`config.mk`:
```
export PLATFORM = sky130hd
export DESIGN_NAME = fifo_wr_traffic_gen
export DESIGN_NICKNAME = d
export VERILOG_FILES = /design/src/rtl/fifo_wr_traffic_gen.sv
export SDC_FILE = /design/constraint.sdc
export NUM_CORES = 1
export LEC_CHECK = 0
export CAP_MARGIN = 10
export CORE_ASPECT_RATIO = 0.5
export CORE_UTILIZATION = 45
export DETAILED_ROUTE_END_ITERATION = 8
export GPL_TIMING_DRIVEN = 0
export HOLD_SLACK_MARGIN = 0.05
export PLACE_DENSITY = 0.69
export SYNTH_ARGS = -nofsm -noshare
export SYNTH_HDL_FRONTEND = slang
export SYNTH_SLANG_ARGS = --single-unit
```
`constraint.sdc`:
```
create_clock -name wclk -period 7.35 [get_ports wclk]
set_input_delay 1.1025 -clock wclk [delete_from_list [all_inputs] [get_ports wclk]]
set_output_delay 1.1025 -clock wclk [all_outputs]
set_load 0.02 [all_outputs]
```
`src/rtl/fifo_wr_traffic_gen.sv`:
```
// Programmable write-side traffic source for the async FIFO (wclk domain).
// Bursts of incrementing or LFSR data with word/burst gaps and wfull back-pressure.
module fifo_wr_traffic_gen #(
  parameter int unsigned DATASIZE  = 8,
  parameter int unsigned GAP_W     = 4,
  parameter int unsigned BURST_W   = 11,
  parameter int unsigned CNT_W     = 32,
  parameter logic [31:0] LFSR_SEED = 32'hACE1_0001
) (
  input  logic                wclk,
  input  logic                wrst_n,
  input  logic                start,
  input  logic                pattern_sel,
  input  logic [BURST_W-1:0]  burst_len,
  input  logic [BURST_W-1:0]  num_bursts,
  input  logic [GAP_W-1:0]    word_gap,
  input  logic [GAP_W-1:0]    burst_gap,
  input  logic                wfull,
  output logic                winc,
  output logic [DATASIZE-1:0] wdata,
  output logic                busy,
  output logic                done,
  output logic [CNT_W-1:0]    words_sent
);

  typedef enum logic [2:0] {IDLE, WRITE, WGAP, BGAP, DONE} state_t;

  // Galois right-shift mask for x^32 + x^22 + x^2 + x + 1
  localparam logic [31:0] LFSR_MASK = 32'h8020_0003;

  state_t               state, state_nxt;
  logic                 pat_q;
  logic [BURST_W-1:0]   blen_q, nbur_q;
  logic [GAP_W-1:0]     wgap_q, bgap_q;
  logic [BURST_W-1:0]   beat_cnt, burst_cnt;
  logic [BURST_W-1:0]   beat_inc, burst_inc;
  logic [GAP_W-1:0]     gap_cnt;
  logic [31:0]          lfsr, lfsr_step;
  logic                 accept, last_beat, last_burst;

  assign winc       = (state == WRITE);
  assign busy       = (state == WRITE) || (state == WGAP) || (state == BGAP);
  assign done       = (state == DONE);
  assign accept     = winc && !wfull;
  assign beat_inc   = beat_cnt + 1'b1;
  assign burst_inc  = burst_cnt + 1'b1;
  assign last_beat  = (beat_inc == blen_q);
  assign last_burst = (burst_inc == nbur_q);
  assign lfsr_step  = {1'b0, lfsr[31:1]} ^ (lfsr[0] ? LFSR_MASK : '0);

  always_comb begin
    state_nxt = state;
    case (state)
      IDLE: begin
        if (start) begin
          if ((burst_len == '0) || (num_bursts == '0)) state_nxt = DONE;
          else                                         state_nxt = WRITE;
        end
      end
      WRITE: begin
        if (accept) begin
          if (last_beat) begin
            if (last_burst)            state_nxt = DONE;
            else if (bgap_q != '0)     state_nxt = BGAP;
            else                       state_nxt = WRITE;
          end else if (wgap_q != '0)   state_nxt = WGAP;
          else                         state_nxt = WRITE;
        end
      end
      WGAP, BGAP: begin
        if (gap_cnt == '0) state_nxt = WRITE;
      end
      DONE:    state_nxt = IDLE;
      default: state_nxt = IDLE;
    endcase
  end

  always_ff @(posedge wclk or negedge wrst_n) begin
    if (!wrst_n) begin
      state      <= IDLE;
      wdata      <= '0;
      words_sent <= '0;
      lfsr       <= LFSR_SEED;
      pat_q      <= 1'b0;
      blen_q     <= '0;
      nbur_q     <= '0;
      wgap_q     <= '0;
      bgap_q     <= '0;
      beat_cnt   <= '0;
      burst_cnt  <= '0;
      gap_cnt    <= '0;
    end else begin
      state <= state_nxt;
      case (state)
        IDLE: begin
          if (start) begin
            pat_q      <= pattern_sel;
            blen_q     <= burst_len;
            nbur_q     <= num_bursts;
            wgap_q     <= word_gap;
            bgap_q     <= burst_gap;
            words_sent <= '0;
            beat_cnt   <= '0;
            burst_cnt  <= '0;
            lfsr       <= LFSR_SEED;
            wdata      <= pattern_sel ? LFSR_SEED[DATASIZE-1:0] : '0;
          end
        end
        WRITE: begin
          if (accept) begin
            words_sent <= words_sent + 1'b1;
            lfsr       <= lfsr_step;
            wdata      <= pat_q ? lfsr_step[DATASIZE-1:0] : wdata + 1'b1;
            // Gap counter preloaded to gap-1 so the gap state lasts exactly gap cycles
            if (last_beat) begin
              beat_cnt  <= '0;
              burst_cnt <= burst_inc;
              gap_cnt   <= bgap_q - 1'b1;
            end else begin
              beat_cnt  <= beat_inc;
              gap_cnt   <= wgap_q - 1'b1;
            end
          end
        end
        WGAP, BGAP: begin
          if (gap_cnt != '0) gap_cnt <= gap_cnt - 1'b1;
        end
        default: ;
      endcase
    end
  end

endmodule

```
# Yosys cells after proc, flatten, opt, wreduce, memory -nomap -nowiden
# Index checks and enable logic that the tools add are counted.
dict set report classes {
  add_sub_neg 7
  n_eq_ne 11
  muxes 32
  bitwise 1
  reduce_logical 20
}
# op n
set ops {}
lappend ops {{32-bit two-way mux} 5}
lappend ops {{32-bit case mux with 2 select lines} 2}
lappend ops {{11-bit two-way mux} 5}
lappend ops {{11-bit case mux with 2 select lines} 2}
lappend ops {{32-bit by 1-bit adder with 32-bit output, second input constant} 1}
lappend ops {{31-bit by 32-bit bitwise XOR with 32-bit output} 1}
lappend ops {{8-bit two-way mux} 3}
lappend ops {{11-bit by 1-bit adder with 11-bit output, second input constant} 2}
lappend ops {{11-bit equality test} 2}
lappend ops {{11-bit zero test} 2}
lappend ops {{3-bit two-way mux} 6}
lappend ops {{8-bit case mux with 2 select lines} 1}
lappend ops {{4-bit two-way mux} 3}
lappend ops {{4-bit nonzero test} 3}
lappend ops {{4-bit by 1-bit subtractor with 4-bit output, second input constant} 3}
lappend ops {{3-bit case mux with 3 select lines} 1}
lappend ops {{3-bit AND reduction} 3}
lappend ops {{8-bit by 1-bit adder with 8-bit output, second input constant} 1}
lappend ops {{4-bit case mux with 2 select lines} 1}
lappend ops {{3-bit by 2-bit equality test with 1-bit output, second input constant} 2}
lappend ops {{2-bit != test, second input constant} 3}
lappend ops {{4-bit zero test} 1}
lappend ops {{2-bit two-way mux} 2}
lappend ops {{2-bit by 1-bit != test with 1-bit output, second input constant} 2}
lappend ops {{other kinds (11)} 14}
dict set report totals {
  regBits 132
  inputBits 35
  output_inout_bits 43
  wordCells 83
}

# Logic depth before layout (Yosys ltp)
dict set report logic_depth {
  ltp_word 6
  depth_mapped 12
  ltp_nobuf 11
}

# Worst setup path after synthesis
# Ideal clock, no wire load.
dict set report synth_timing {
  kind {input-to-reg}
  start {input wfull}
  end {register words_sent[24]}
  setup_time_ns 0.078
  t_arrival_ns 2.781
  required_ns 7.272
  setup_slack_ns 4.491
  cell_stages 7
  path_buffers 0
  cell_sequence {nor2b_1 > o21ai_1 > nor3_1 > nor2b_1 > nand2_1 > or3_1 > a21oi_1}
}
dict set report synth_via {
  elab_chain_len 4
}
# element line
set synth_lines {}
lappend synth_lines {{start: declaration} 18} ;# input logic wfull,
lappend synth_lines {{1-bit zero test} 44} ;# assign accept = winc && !wfull;
lappend synth_lines {{1-bit logical AND} 44}
lappend synth_lines {{2-bit by 1-bit != test with 1-bit output (no source line)} --}
lappend synth_lines {{3-bit AND reduction (no source line)} --}
lappend synth_lines {{end signal: assignment} 111} ;# words_sent <= words_sent + 1'b1;
lappend synth_lines {{end: declaration} 23} ;# output logic [CNT_W-1:0] words_sent
# No other way between the ends.
# A chain may end at the register's enable or synchronous reset.

# Worst setup path in the final report
dict set report layout_timing {
  start {input wfull}
  end {register words_sent[30]}
}
# The elaborated chain is that of the path after synthesis.

==> impl_summary.md <==
Clocking
CTS built an H-tree with a depth of 4. After clock tree synthesis, the repair step resized 0 gates. In this run, post-CTS hold repair placed 0 buffers. In this run the post-CTS setup repair buffer count came out at 0. TritonCTS created 17 clock buffers. The tree is rooted in a clkbuf_16. The clock tree from TritonCTS is built.

The clock slew seen by the registers of the worst setup and hold paths is around 60 ps. The buffer levels on the longest clock path is 2. The tree built by TritonCTS fans out to 132 sinks.

At the later pin of the worst-skew pair, clock insertion delay measures 420 ps.

Synthesis
The number of nets handed over by synthesis was a little over 800. By area the synthesized netlist is led by dfrtp_1, nand2_1, o21ai_0, xor2_1, nand3_1. During synthesis, Yosys emitted a total of 0 warnings. The top cell type's share of synthesized area is 0.459.

In this run, synthesis produced a sequential element count of 132. The mapped netlist covers 6700 µm². Counting flops with a built-in enable in the synthesized netlist gives 0. Synthesis produced between 700 and 800 cells. The mean cell area of the mapped netlist is ~8.8 µm². The sequential share of the synthesized area is 0.495. The main flop type after synthesis is dfrtp_1. The most area-hungry cell type in the Yosys netlist is dfrtp_1.

After synthesis, the netlist uses between 50 and 60 different library cells. The fraction of registers with async set/reset is 1.00.

STA
Measured against its own limit, the worst slew margin works out to 0.385. The transition at the pin with the smallest max-transition slack is 920 ps. Once routing completed, OpenROAD measured the worst setup slack at between 3000 and 4000 ps. The highest clock rate is approximately 0.28 GHz. Setup repair after global routing left no endpoint under its margin. The total setup violations reported at the end of the flow is 0.

The number of hold violations in the final report came to 0. The aggregate negative setup slack is 0 ps. The max-slew violation total from the final report is 0.

The clock period could shrink to roughly 3600 ps. The ratio of final minimum period to clock period is 0.486. Clock skew on the completed layout was measured at slightly above 9 ps.

Power and ir drop
The static leakage power is around 3.7 nW. The largest voltage drop on the vdd net is 191 µV. In this run the power density over the cells is 332 nW/µm². The post-layout total power is 2.78 mW.

Global route
The number of antenna violations at the first check in global routing was 0. The number of global-route vias before repair is 5310. The wire length of the first global-routing pass is 26400 µm. The pin count of the biggest net entering global routing is 75.

Across every metal layer, demand over resource in global routing totals 0.218. Summed over all layers, the global routing overflow is 0.

Die
For this design the top-level I/O count stands at a little under 80. The floorplan step defined a core boundary enclosing 14500 µm². The starting utilization of the core area is 0.462. The overall die area is 15400 µm². The number of core rows is 31. The horizontal die dimension is between 150 and 200 µm. The die extent in y is slightly below 90 µm.

Setup path
The delay of the slowest critical-path stage is between 700 and 800 ps. The endpoint type of the worst setup path is a flip-flop. STA puts the critical path data arrival time at 3860 ps. The library cell contributing the largest single delay on the critical path is nor3_1.

The category of the most critical setup path is primary input to flip-flop. The largest driver fanout on the critical path is 7. The critical path buffer and inverter count is 1. Traced cell by cell, the critical path runs through clkdlybuf4s50_1 -> nor2b_1 -> o21ai_1 -> nor3_1 -> nor2b_1 -> nand2_1 -> nor3_1 -> xnor2_1 -> nor2_1. The worst setup path is launched from a primary input. Among cell families on the critical path, the largest total delay comes from simple AND/OR/NAND/NOR gates.

Setup slack on the worst reg-to-reg path comes out at around 4300 ps. The critical path required time is about 7600 ps.

Finish
The number of antenna diodes is 0. Summing all non-filler instances in the final layout gives an area of ~8400 µm². The layout cell share with drive strength beyond 1 is 0.0686. The area overhead of the layout relative to synthesis is 24.9%. The number of filler cells placed in the layout is about 1300.

The sequential cells in the finished layout cover a total of roughly 3300 µm². After the last flow step, the layout net total stands at ~900. The multi-input combinational cells in the finished layout cover a total of 3190 µm². The final cell utilization of the core is 0.577.

Route
Summing over every cut layer, the via total after detailed routing is about 5700. The DRC violation total after the first TritonRoute iteration is 327. The remaining number of nets flagged by the antenna check after routing is 0. The number of DRC violations after detailed routing is 0. The iteration count of the initial detailed-routing pass is 5.

The post-detailed-route via-to-cell ratio is about 5.3. Dividing the detail-routed wire length by the instance count gives ~15 µm. The final wirelength is about 16000 µm.

Placed design
The post-placement worst setup slack is between 3000 and 4000 ps. The port buffer count is between 70 and 80. In this run the cell area measured after placement is between 7000 and 8000 µm². The congestion estimate from routability-driven global placement came to between 0.8 and 0.9.

The sum of net half-perimeters after detailed placement is ~11000 µm.

Hold path
In this run the worst hold path is classified as flip-flop to flip-flop.

Run
The total of max-cap violations is 0.

Run status
The flow ran to the end, and the final reports show no timing, DRC or antenna violations.
-- worst paths after layout --
check                                             start                          to  depth (start not counted)
worst max-delay path                              wfull  words_sent[30]$_DFFE_PN0P_                          9
worst min-delay path               lfsr[27]$_DFFE_PN1P_        lfsr[26]$_DFFE_PN1P_                          2
worst max register to register  beat_cnt[0]$_DFFE_PN0P_      gap_cnt[3]$_DFFE_PN0P_                          9
worst min register to register     lfsr[27]$_DFFE_PN1P_        lfsr[26]$_DFFE_PN1P_                          2
max in group asynchronous                        wrst_n        lfsr[16]$_DFFE_PN1P_                          2
min in group asynchronous                        wrst_n     beat_cnt[6]$_DFFE_PN0P_                          1
-- registers in the layout, summed over array words and instances (netlist names), 3 cells and up --
name and flops:
bgap_q 4, lfsr 32, blen_q 11, words_sent 32, state 3, gap_cnt 4
nbur_q 11, beat_cnt 11, burst_cnt 11, wgap_q 4, wdata 8
-- stage by stage --
step                      cells  hold slack (ps)
after CTS                  1073              463
final                      1073              460
after floorplan             765              433
after global routing       1073              485
after global placement     1040              443
after detailed placement   1041              451
-- synth_stat cells, drive strengths merged, types with 4 or more instances --
library cell	count
ha	5
xnor2	27
nand2b	4
o31ai	8
o21ai	65
nand3	56
clkbuf	29
xor2	31
a21oi	20
nor4	12
dfstp	9
dfrtp	123
nand2	189
and3	13
nor2	64
buf	10
o41ai	6
or3	8
nand4	10
nor3	15
inv	12
nor2b	6
-- tightest hold or removal path, stage by stage (launching register included) --
cell     delay [ps]
dfstp_2         360
nand2_1          50
nand2_1          50
-- logic make-up (layout without fill, tap and decap cells) --
kind of cell,after synthesis,after routing,synth area share
flip-flops,132,132,0.495
AND/OR/NAND/NOR,392,392,0.269
XOR/XNOR,60,60,0.0825
adder cells (fa/ha/maj),5,5,0.00934
buffers and inverters,51,161,0.0308
AO/OA/AOI/OAI,125,125,0.114
-- final cells by class --
class                      instances  area share
clock buffer                      20      0.0522
multi-input combinational        582       0.381
clock inverter                    12      0.0215
buffer                            39      0.0193
timing repair buffer              78      0.0955
inverter                          12     0.00538
tap                              198      0.0296
sequential                       132       0.396
-- placed cells by master (no fill, tap or decap), drive strengths merged, types with 6 or more instances in the layout --
cell type and n:
o41ai 6, nor2b 6, nor2 64, clkdlybuf4s50 76, xor2 31, and3 13, nor4 12, o21ai 65
clkbuf 49, nand2 189, or3 8, inv 13, nand3 56, nor3 15, xnor2 27, buf 12
o31ai 8, nand4 10, a21oi 20, dfstp 9, dfrtp 123
-- per-layer routing --
| layer | vias to the layer above | part of all wire | global-route usage |
|---|---|---|---|
| li1 | 2826 | - | - |
| met1 | 2740 | 0.48 | 0.303 |
| met2 | 142 | 0.45 | 0.343 |
| met3 | 21 | 0.051 | 0.0494 |
| met4 | 0 | 0.013 | 0.0680 |
| met5 | - | 0 | 0 |
-- power breakdown --
part           internal (mW)  switching [mW]
sequential             0.919           0.137
clock                  0.569           0.324
combinational          0.314           0.514
Note: power is estimated with default switching activity, not from simulation.
